## config.mk

```make
export PLATFORM = sky130hd
export DESIGN_NAME = uart_sample_pacer
export DESIGN_NICKNAME = d
export VERILOG_FILES = /design/src/rtl/fm_tx_pkg.sv /design/src/rtl/sample_fifo.sv /design/src/rtl/uart_sample_pacer.sv
export SDC_FILE = /design/constraint.sdc
export NUM_CORES = 1
export LEC_CHECK = 0
export ABC_AREA = 1
export ABC_CLOCK_PERIOD_IN_PS = 4400
export BUFFER_PORTS_ARGS = -buffer_cell sky130_fd_sc_hd__buf_2
export CORE_MARGIN = 2
export CORE_UTILIZATION = 30
export CTS_CLUSTER_DIAMETER = 80
export DETAILED_ROUTE_END_ITERATION = 10
export SYNTH_ARGS = -nofsm -noshare
export SYNTH_HDL_FRONTEND = slang
export SYNTH_SLANG_ARGS = --single-unit
```

## constraint.sdc

```tcl
create_clock -name clk_i -period 4.4 [get_ports clk_i]
set_input_delay 0.66 -clock clk_i [delete_from_list [all_inputs] [get_ports clk_i]]
set_output_delay 0.66 -clock clk_i [all_outputs]
set_load 0.01 [all_outputs]
```

## src/rtl/fm_tx_pkg.sv

```systemverilog
// Shared definitions for the FM transmitter sample path: sample width,
// byte order of the UART sample stream and a constant-foldable gcd helper.
package fm_tx_pkg;

  localparam int SAMPLE_W  = 16;
  // Samples arrive as little-endian byte pairs: low byte first.
  localparam bit LSB_FIRST = 1'b1;

  typedef enum logic [0:0] {
    PREFILL = 1'b0,
    PLAY    = 1'b1
  } pacer_state_e;

  // Greatest common divisor, used at elaboration to reduce the tick ratio.
  function automatic longint gcd(input longint a, input longint b);
    longint x;
    longint y;
    longint t;
    x = a;
    y = b;
    while (y != 0) begin
      t = x % y;
      x = y;
      y = t;
    end
    return x;
  endfunction

  // Combine two received bytes into one sample according to the byte order.
  function automatic logic [SAMPLE_W-1:0] packBytes(input logic [7:0] firstByte,
                                                    input logic [7:0] secondByte);
    if (LSB_FIRST) return {secondByte, firstByte};
    else           return {firstByte, secondByte};
  endfunction

endpackage

```

## src/rtl/sample_fifo.sv

```systemverilog
// Synchronous first-word-fall-through FIFO for audio samples. A push into a
// full FIFO is accepted only when a pop happens in the same cycle.
module sample_fifo
  import fm_tx_pkg::*;
#(
  parameter int WIDTH      = SAMPLE_W,
  parameter int DEPTH_LOG2 = 6
) (
  input  logic                  clk_i,
  input  logic                  resetN_i,
  input  logic                  push_i,
  input  logic [WIDTH-1:0]      pushData_i,
  input  logic                  pop_i,
  output logic [WIDTH-1:0]      head_o,
  output logic                  full_o,
  output logic                  empty_o,
  output logic [DEPTH_LOG2:0]   level_o
);

  localparam int DEPTH = 2 ** DEPTH_LOG2;
  localparam logic [DEPTH_LOG2:0]   FULL_LEVEL = (DEPTH_LOG2 + 1)'(DEPTH);
  localparam logic [DEPTH_LOG2:0]   LEVEL_ONE  = (DEPTH_LOG2 + 1)'(1);
  localparam logic [DEPTH_LOG2-1:0] PTR_ONE    = DEPTH_LOG2'(1);

  logic [WIDTH-1:0]      mem_q [DEPTH];
  logic [DEPTH_LOG2-1:0] wrPtr_q, wrPtr_d;
  logic [DEPTH_LOG2-1:0] rdPtr_q, rdPtr_d;
  logic [DEPTH_LOG2:0]   level_q, level_d;
  logic                  doPush;
  logic                  doPop;

  assign full_o  = (level_q == FULL_LEVEL);
  assign empty_o = (level_q == '0);
  assign head_o  = mem_q[rdPtr_q];
  assign level_o = level_q;
  assign doPop   = pop_i && !empty_o;
  assign doPush  = push_i && (!full_o || doPop);

  // Next pointers and occupancy from the accepted push/pop pair.
  always_comb begin
    wrPtr_d = wrPtr_q;
    rdPtr_d = rdPtr_q;
    level_d = level_q;
    if (doPush) wrPtr_d = wrPtr_q + PTR_ONE;
    if (doPop)  rdPtr_d = rdPtr_q + PTR_ONE;
    if (doPush && !doPop)      level_d = level_q + LEVEL_ONE;
    else if (doPop && !doPush) level_d = level_q - LEVEL_ONE;
  end

  // Pointer and level registers; reset empties the FIFO.
  always_ff @(posedge clk_i or negedge resetN_i) begin
    if (!resetN_i) begin
      wrPtr_q <= '0;
      rdPtr_q <= '0;
      level_q <= '0;
    end else begin
      wrPtr_q <= wrPtr_d;
      rdPtr_q <= rdPtr_d;
      level_q <= level_d;
    end
  end

  // Storage array; contents are don't-care until written, so no reset.
  always_ff @(posedge clk_i) begin
    if (doPush) mem_q[wrPtr_q] <= pushData_i;
  end

endmodule

```

## src/rtl/uart_sample_pacer.sv

```systemverilog
// Packs UART bytes into signed 16-bit samples, buffers them and releases one
// sample per period of a fractional-rate tick so the modulator sees an exact,
// jitter-free sample stream. Prefill, underrun, overflow and line-gap resync
// are handled here.
module uart_sample_pacer
  import fm_tx_pkg::*;
#(
  parameter int clockRate     = 76_800_000,
  parameter int sampleRate    = 192_000,
  parameter int fifoDepthLog2 = 6,
  parameter int prefillLevel  = 32,
  parameter int gapCycles     = 1024
) (
  input  logic                     clk_i,
  input  logic                     resetN_i,
  input  logic                     available_i,
  input  logic [7:0]               data_i,
  output logic                     sampleValid_o,
  output logic [SAMPLE_W-1:0]      sample_o,
  output logic                     underrun_o,
  output logic                     overflow_o,
  output logic [fifoDepthLog2:0]   level_o
);

  localparam longint TICK_G  = gcd(longint'(sampleRate), longint'(clockRate));
  localparam longint TICK_N  = longint'(sampleRate) / TICK_G;
  localparam longint TICK_D  = longint'(clockRate) / TICK_G;
  localparam int     ACC_W   = $clog2(TICK_D) + 1;
  localparam logic [ACC_W-1:0] ACC_N = ACC_W'(TICK_N);
  localparam logic [ACC_W-1:0] ACC_D = ACC_W'(TICK_D);

  localparam int               GAP_W   = $clog2(gapCycles + 1);
  localparam logic [GAP_W-1:0] GAP_MAX = GAP_W'(gapCycles);
  localparam logic [GAP_W-1:0] GAP_ONE = GAP_W'(1);

  localparam logic [fifoDepthLog2:0] PREFILL_LVL = (fifoDepthLog2 + 1)'(prefillLevel);

  // Tick accumulator
  logic [ACC_W-1:0] acc_q, acc_d;
  logic [ACC_W-1:0] accSum;
  logic             tick;

  // Byte assembler
  logic                phase_q, phase_d;
  logic [7:0]          lowByte_q, lowByte_d;
  logic [GAP_W-1:0]    gapCnt_q, gapCnt_d;
  logic                pushValid_q, pushValid_d;
  logic [SAMPLE_W-1:0] pushData_q, pushData_d;

  // Playout FSM and registered outputs
  pacer_state_e        state_q, state_d;
  logic                sampleValid_q, sampleValid_d;
  logic [SAMPLE_W-1:0] sample_q, sample_d;
  logic                underrun_q, underrun_d;
  logic                pop;

  // FIFO status
  logic [SAMPLE_W-1:0]    fifoHead;
  logic                   fifoFull;
  logic                   fifoEmpty;
  logic [fifoDepthLog2:0] fifoLevel;

  sample_fifo #(
    .WIDTH      (SAMPLE_W),
    .DEPTH_LOG2 (fifoDepthLog2)
  ) u_fifo (
    .clk_i      (clk_i),
    .resetN_i   (resetN_i),
    .push_i     (pushValid_q),
    .pushData_i (pushData_q),
    .pop_i      (pop),
    .head_o     (fifoHead),
    .full_o     (fifoFull),
    .empty_o    (fifoEmpty),
    .level_o    (fifoLevel)
  );

  // Fractional-rate tick: add N each cycle, wrap by D and fire on the wrap.
  always_comb begin
    accSum = acc_q + ACC_N;
    tick   = (accSum >= ACC_D);
    acc_d  = tick ? (accSum - ACC_D) : accSum;
  end

  // Pair bytes into samples; a long idle line drops a dangling low byte.
  always_comb begin
    phase_d     = phase_q;
    lowByte_d   = lowByte_q;
    gapCnt_d    = gapCnt_q;
    pushValid_d = 1'b0;
    pushData_d  = pushData_q;
    if (available_i) begin
      gapCnt_d = '0;
      if (!phase_q) begin
        lowByte_d = data_i;
        phase_d   = 1'b1;
      end else begin
        pushValid_d = 1'b1;
        pushData_d  = packBytes(lowByte_q, data_i);
        phase_d     = 1'b0;
      end
    end else begin
      if (gapCnt_q != GAP_MAX) gapCnt_d = gapCnt_q + GAP_ONE;
      if (phase_q && (gapCnt_d == GAP_MAX)) phase_d = 1'b0;
    end
  end

  // Playout FSM: emit a pulse on every tick, popping only while in PLAY.
  always_comb begin
    state_d       = state_q;
    pop           = 1'b0;
    sampleValid_d = 1'b0;
    sample_d      = sample_q;
    underrun_d    = 1'b0;
    case (state_q)
      PREFILL: begin
        if (tick) begin
          sampleValid_d = 1'b1;
          sample_d      = '0;
        end
        if (fifoLevel >= PREFILL_LVL) state_d = PLAY;
      end
      PLAY: begin
        if (tick) begin
          sampleValid_d = 1'b1;
          if (!fifoEmpty) begin
            pop      = 1'b1;
            sample_d = fifoHead;
          end else begin
            sample_d   = '0;
            underrun_d = 1'b1;
            state_d    = PREFILL;
          end
        end
      end
      default: state_d = PREFILL;
    endcase
  end

  // All sequential state; reset discards any partial sample and restarts the tick.
  always_ff @(posedge clk_i or negedge resetN_i) begin
    if (!resetN_i) begin
      acc_q         <= '0;
      phase_q       <= 1'b0;
      lowByte_q     <= '0;
      gapCnt_q      <= '0;
      pushValid_q   <= 1'b0;
      pushData_q    <= '0;
      state_q       <= PREFILL;
      sampleValid_q <= 1'b0;
      sample_q      <= '0;
      underrun_q    <= 1'b0;
    end else begin
      acc_q         <= acc_d;
      phase_q       <= phase_d;
      lowByte_q     <= lowByte_d;
      gapCnt_q      <= gapCnt_d;
      pushValid_q   <= pushValid_d;
      pushData_q    <= pushData_d;
      state_q       <= state_d;
      sampleValid_q <= sampleValid_d;
      sample_q      <= sample_d;
      underrun_q    <= underrun_d;
    end
  end

  assign sampleValid_o = sampleValid_q;
  assign sample_o      = sample_q;
  assign underrun_o    = underrun_q;
  assign overflow_o    = pushValid_q && fifoFull && !pop;
  assign level_o       = fifoLevel;

endmodule

```

# == Yosys cells after proc, flatten, opt, wreduce, memory -nomap -nowiden ==
# Memory sizes are Yosys's and may differ from the RTL's.
# Index checks and enable logic that the tools add are counted.
# word_totals
regBits,85
mem_bits_rw,1024
inputBits,11
out_inout_bits,26
wordCells,76
mem_count,1
# classes
n_addsub,7
order_cmp,2
n_eq_ne,5
muxes,27
bitwise,2
reduce_logical,19
# memory_table
name,words,width,rd,rd_ports_with_merged_regs,wr,line_no,text
u_fifo.mem_q,64,16,1,0,1,sample_fifo.sv:25,logic [WIDTH-1:0] mem_q [DEPTH];
# op_table
operator,n
2-to-1 mux 16 bit,3
2-to-1 mux 11 bit,3
one-hot mux 16 bit (2 select lines),1
2-to-1 mux 1 bit,16
2-to-1 mux 7 bit,2
"adder 6 x 1 -> 6 bit, second input constant",2
"adder 11 x 1 -> 11 bit, second input constant",1
"== test 11 bit, second input constant",1
"inequality test 11 bit, second input constant",1
"adder 10 x 1 -> 10 bit, second input constant",1
"greater-or-equal comparator 10 x 9 -> 1 bit, second input constant",1
2-to-1 mux 10 bit,1
"subtractor 10 x 9 -> 10 bit, second input constant",1
"adder 7 x 1 -> 7 bit, second input constant",1
"== test 7 bit, second input constant",1
"greater-or-equal comparator 7 x 6 -> 1 bit, second input constant",1
logical AND 1 bit,7
logical NOT 7 bit,1
"subtractor 7 x 1 -> 7 bit, second input constant",1
AND reduction 2 bit,3
logical NOT 1 bit,5
"inequality test 2 bit, second input constant",2
nonzero test 2 bit,2
NOT 1 bit,2
other kinds (2),2

# == Longest topological paths before layout ==
# depth
word_depth,11
mapped_depth,26
ltp_nobuf,26

# == Modules after synthesis ==
# From an unflattened synthesis, not the netlist that was laid out.
# unflattened
cells_unflattened,4420
hier_area_um2,47140.2
# modules_own_cells
mod,instances,cells_each,area_per_inst_um2,seq_area_each_um2
sample_fifo,1,4018,43879.6,31224.9
uart_sample_pacer,1,402,3260.6,1651.6

# == Worst setup path after synthesis ==
# Ideal clock, no wire load.
# synth_timing
kind,flip-flop to flip-flop
from,reg acc_q[0]
to,mem u_fifo.mem_q[62][0] in the netlist's numbering (enable)
setup_time_ns,0.409
t_arrival_ns,3.146
required_time_ns,3.991
slack_ns,0.845
stages_incl_launch_ff,16
path_buffers,1
period_less_slack_ns,3.555
cell_sequence,dfrtp_1 -> ha_1 -> nand3_2 -> xnor2_1 -> ha_1 -> nand2_1 -> nor2_1 -> nand2_1 -> nand3_1 -> nand2_1 -> nand2_2 -> nand2_1 -> nand2_2 -> nand2_2 -> buf_6 -> nor3_1
# synth_between
elab_chain_len,9
# synth_rtl
item,line_no,text
from (decl),uart_sample_pacer.sv:39,"logic [ACC_W-1:0] acc_q, acc_d;"
from (signal assigned),uart_sample_pacer.sv:143,acc_q <= '0;
from (signal assigned),uart_sample_pacer.sv:154,acc_q <= acc_d;
adder 10 x 1 -> 10 bit,uart_sample_pacer.sv:80,accSum = acc_q + ACC_N;
greater-or-equal comparator 10 x 9 -> 1 bit,uart_sample_pacer.sv:81,tick = (accSum >= ACC_D);
2-to-1 mux 1 bit,uart_sample_pacer.sv:124,if (tick) begin
2-to-1 mux 1 bit,uart_sample_pacer.sv:115,case (state_q)
logical AND 1 bit,sample_fifo.sv:36,assign doPop = pop_i && !empty_o;
logical OR 1 bit,sample_fifo.sv:37,assign doPush = push_i && (!full_o || doPop);
logical AND 1 bit,sample_fifo.sv:37,
2-to-1 mux 1 bit,sample_fifo.sv:65,if (doPush) mem_q[wrPtr_q] <= pushData_i;
2-to-1 mux 1 bit (implied by the code),sample_fifo.sv:65,
to (decl),sample_fifo.sv:25,
# No other way between the ends.

# == Final worst setup path ==
# layout_timing
from,reg acc_q[0]
to,out overflow_o
# layout_between
elab_chain_len,6
# layout_rtl
item,line_no,text
adder 10 x 1 -> 10 bit,uart_sample_pacer.sv:80,
greater-or-equal comparator 10 x 9 -> 1 bit,uart_sample_pacer.sv:81,
2-to-1 mux 1 bit,uart_sample_pacer.sv:124,
2-to-1 mux 1 bit,uart_sample_pacer.sv:115,
logical NOT 1 bit,uart_sample_pacer.sv:170,assign overflow_o = pushValid_q && fifoFull && !pop;
logical AND 1 bit,uart_sample_pacer.sv:170,
to (decl),uart_sample_pacer.sv:21,"output logic overflow_o,"
# No other way between the ends.

==> qor.tcl <==
set qor(gr-total-overflow) 0
set qor(yosysWarnings) 0
set qor(final_max_slew_viol_count) 0
set qor(power.static_leakage_nw) 18.1
set qor(synth_area_leaders) {edfxtp_1 (68%), nor2_1 (8.1%), o21ai_0 (5.4%)}
set qor(postLayoutCellArea_um2) 51800
set qor(max-vdd-ir-drop_v) 0.000307
set qor(die-area_um2) 155000
set qor(initial_util_pct) 30.3
set qor(finalPower_w) 0.0239
set qor(hold_viol_final) 0
set qor(power_per_cell_area_nw_per_um2) 462
set qor(boundaryPins) 37
set qor(syn_to_final_growth_pct) 14.0
set qor(postSynthCellCount) 3863
set qor(worstSetupEndpoint) {overflow_o}
set qor(insertion_delay_of_the_later_clocked_pin_in_the_worst_skew_pair_ps) 700
set qor(finalClockSkew_ps) 22.7
set qor(gp_congestion) 0.880
set qor(regToRegSetupSlack_ps) 410
set qor(cts_root_buf) {clkbuf_16}
set qor(worstReg2RegStart) {acc_q[0]}
set qor(ys_seq_area_share_pct) 72.4
set qor(detail_route.first_pass.iterations) 5
set qor(synth_fp_nets) 3889
set qor(met1_length_mm) 53.1
set qor(worst_setup_hold_path_clk_slew_ps) 60
set qor(setup_viol_count_final) 0
set qor(post_synth_num_cell_types) 40
set qor(synth_top_area_cell) {edfxtp_1}
set qor(worstPathRequired_ps) 3740
set qor(critical_path_class) {flop to output pin}
set qor(core.rowCount) 142
set qor(grt_util_all_layers_pct) 15.6
set qor(count_of_routing_violations_after_the_opening_detailed_route_iteration) 3513
set qor(worst_slew_margin_rel_pct) 29.1
set qor(post-synth-top-area-fraction_pct) 67.7
set qor(rsz_0062_raised_after_global_routing) {no}
set qor(grt_start_max_net_pins) 185
set qor(numClockSinks) 1109
set qor(worstSetupStartpoint) {acc_q[0]}
set qor(worst-endpoint-arrival_ps) 3360
set qor(dpl.hpwl_mm) 71.5
set qor(finalWirelength_mm) 122
set qor(fraction_of_layout_cells_with_a_size_suffix_above_1_pct) 10.1
set qor(nFillCells) 14700
set qor(core_um2) 150000
set qor(cts_buffers) 114
set qor(synth_edf_count) 1024
set qor(worstSetupStartpointType) {flop}
set qor(critical_path.reg2reg.endpoint) {u_fifo.level_o[6]}
set qor(topRoutingLayerUsed) {met4}
set qor(timing.final.crit_period_ps) 4020
set qor(outcome) {completed}
set qor(postSynth.asyncResetShare_pct) 7.66
set qor(die_h_um) 393
set qor(r2r.worst_path.cells) 25
set qor(tns_ps) 0
set qor(antenna_violations_before_repair) 4
set qor(num_antenna_cells) 0
set qor(synth_flop_cell) {edfxtp_1}
set qor(mostFrequentLayoutCell) {edfxtp_1}
set qor(vias) 29200
set qor(fp.dieW_um) 393
set qor(achievable-frequency_ghz) 0.249
set qor(post_cts_setup_driven_buffer_insertion_count) 0
set qor(detail_route.drc_violations) 0
set qor(via_density) 4.86
set qor(cts_htree_levels) 3
set qor(placedInstanceArea_um2) 48100
set qor(dr_wl_met3_mm) 8.99
set qor(most-common-layout-cells) {edfxtp_1 (1024), nor2_1 (975), o21ai_0 (490)}
set qor(wl_per_cell_um) 20.2
set qor(placed_cells) 5806
set qor(synth_area_um2) 45400
set qor(synthesized_flop_and_latch_total) 1109
set qor(grt_pass1_vias) 28400
set qor(wire_length_of_the_first_global_routing_pass_mm) 182
set qor(cts_buffer_depth) 3
set qor(met2_length_mm) 55.9
set qor(layout.cells.non_filler) 6017
set qor(cap_violations) 0
set qor(cp-end-kind) {output pin}
set qor(min_period_over_period_pct) 91.4
set qor(critical_path.max_fanout) 11
set qor(mean_instance_size_in_the_synthesized_netlist_um2) 11.8
set qor(cts_tree) {yes}
set qor(holdCritPathClass) {input pin to flop}
set qor(io_buffers) 36
set qor(max_slew.worst_pin.slew_ps) 1060
set qor(final_antenna_net_count) 0
set qor(nets) 3933
==> critical path, stage by stage (launching register included) <==
cell and delay (ps):
dfrtp_1 410, ha_1 230, nand3_2 150, xnor2_1 180
buf_4 160, inv_1 50, ha_1 180, nand3_1 80
nand2_1 80, nand2_2 150, nand2_1 140, nand2_2 70
buf_4 210, nor2_1 340, buf_2 220
==> cell usage after synthesis, types with 4 or more instances <==
cell type / n
buf_2: 44
nor2_1: 975
o21ai_0: 490
nand2_1: 479
buf_6: 5
o211ai_1: 158
ha_1: 14
inv_1: 100
nand3_1: 132
nand2_2: 21
nor3_1: 15
xnor2_1: 5
buf_1: 47
edfxtp_1: 1024
nor2_2: 9
nand3_2: 7
buf_4: 32
dfrtp_1: 85
a21oi_1: 71
clkinv_1: 4
clkbuf_1: 97
xor2_1: 18
==> sequential cells by signal, summed over array words and instances, names as in the netlist <==
| signal | flops |
|---|---|
| acc_q | 10 |
| gapCnt_q | 11 |
| lowByte_q | 8 |
| phase_q | 1 |
| pushData_q | 16 |
| pushValid_q | 1 |
| sampleValid_o | 1 |
| sample_o | 16 |
| state_q | 1 |
| u_fifo.level_o | 7 |
| u_fifo.mem_q | 1024 |
| u_fifo.rdPtr_q | 6 |
| u_fifo.wrPtr_q | 6 |
| underrun_o | 1 |
==> final cells by class <==
cell class                      instances  area (µm²)  share of cell area [%]
Clock buffer                          165        3300                    6.37
Clock inverter                         45         348                   0.671
Inverter                              109         429                   0.828
Multi-Input combinational cell       2418       11100                    21.4
Sequential cell                      1109       32900                    63.5
Tap cell                             2016        2520                    4.87
Timing Repair Buffer                  155        1220                    2.35
==> cells by family (layout without fill, tap and decap cells) <==
group	Yosys count	count (layout)	share of synthesized area, %
AO/OA/AOI/OAI	729	729	8.95
buffers and inverters	336	474	3.33
AND/OR/NAND/NOR	1651	1651	14.5
adder cells (fa/ha/maj)	15	15	0.430
XOR/XNOR	23	23	0.443
flip-flops	1109	1109	72.4
==> layer usage <==
| layer | vias to the layer above | global-route usage [%] |
|---|---|---|
| met1 | 14400 | 21.7 |
| li1 | 13600 | - |
| met2 | 1044 | 24.7 |
| met4 | 0 | 5.39 |
| met5 | - | 0 |
| met3 | 184 | 2.61 |
==> where the power goes <==
part           leakage [nW]  switching, W  internal [W]
combinational          5.87       0.00118      0.000292
clock                  1.81       0.00395       0.00547
sequential             10.4      0.000584        0.0124
==> stage by stage <==
| stage | hold WS, ps | setup slack, ps | utilization, % |
|---|---|---|---|
| after floorplan | 364 | 845 | - |
| after global placement | 455 | 464 | 32.1 |
| after detailed placement | 461 | 363 | 32.1 |
| after CTS | 211 | 359 | 34.5 |
| after global routing | 242 | 3.86 | 34.5 |
| final | 239 | 379 | 34.5 |
==> repair_timing <==
| item | CTS | global route |
|---|---|---|
| endpoints found under the hold margin | 24 | 0 |
| hold buffers | 1 | 0 |
| resized for setup | 0 | 2 |
| endpoints found under the setup margin | 0 | 2 |
==> worst min path at each step <==
stage | start | cells past startpoint | endpoint | slack (ps)
2_1_floorplan | resetN_i | 0 | acc_q[0] | 360
3_3_place_gp | lowByte_q[1] | 2 | pushData_q[1] | 460
5_1_grt | data_i[7] | 3 | pushData_q[15] | 240
4_1_cts | data_i[3] | 3 | pushData_q[11] | 210
3_5_place_dp | sample_o[10] | 2 | sample_o[10] | 460
6_report | data_i[0] | 3 | pushData_q[8] | 240
No activity file was read; power rests on OpenSTA's default activity.
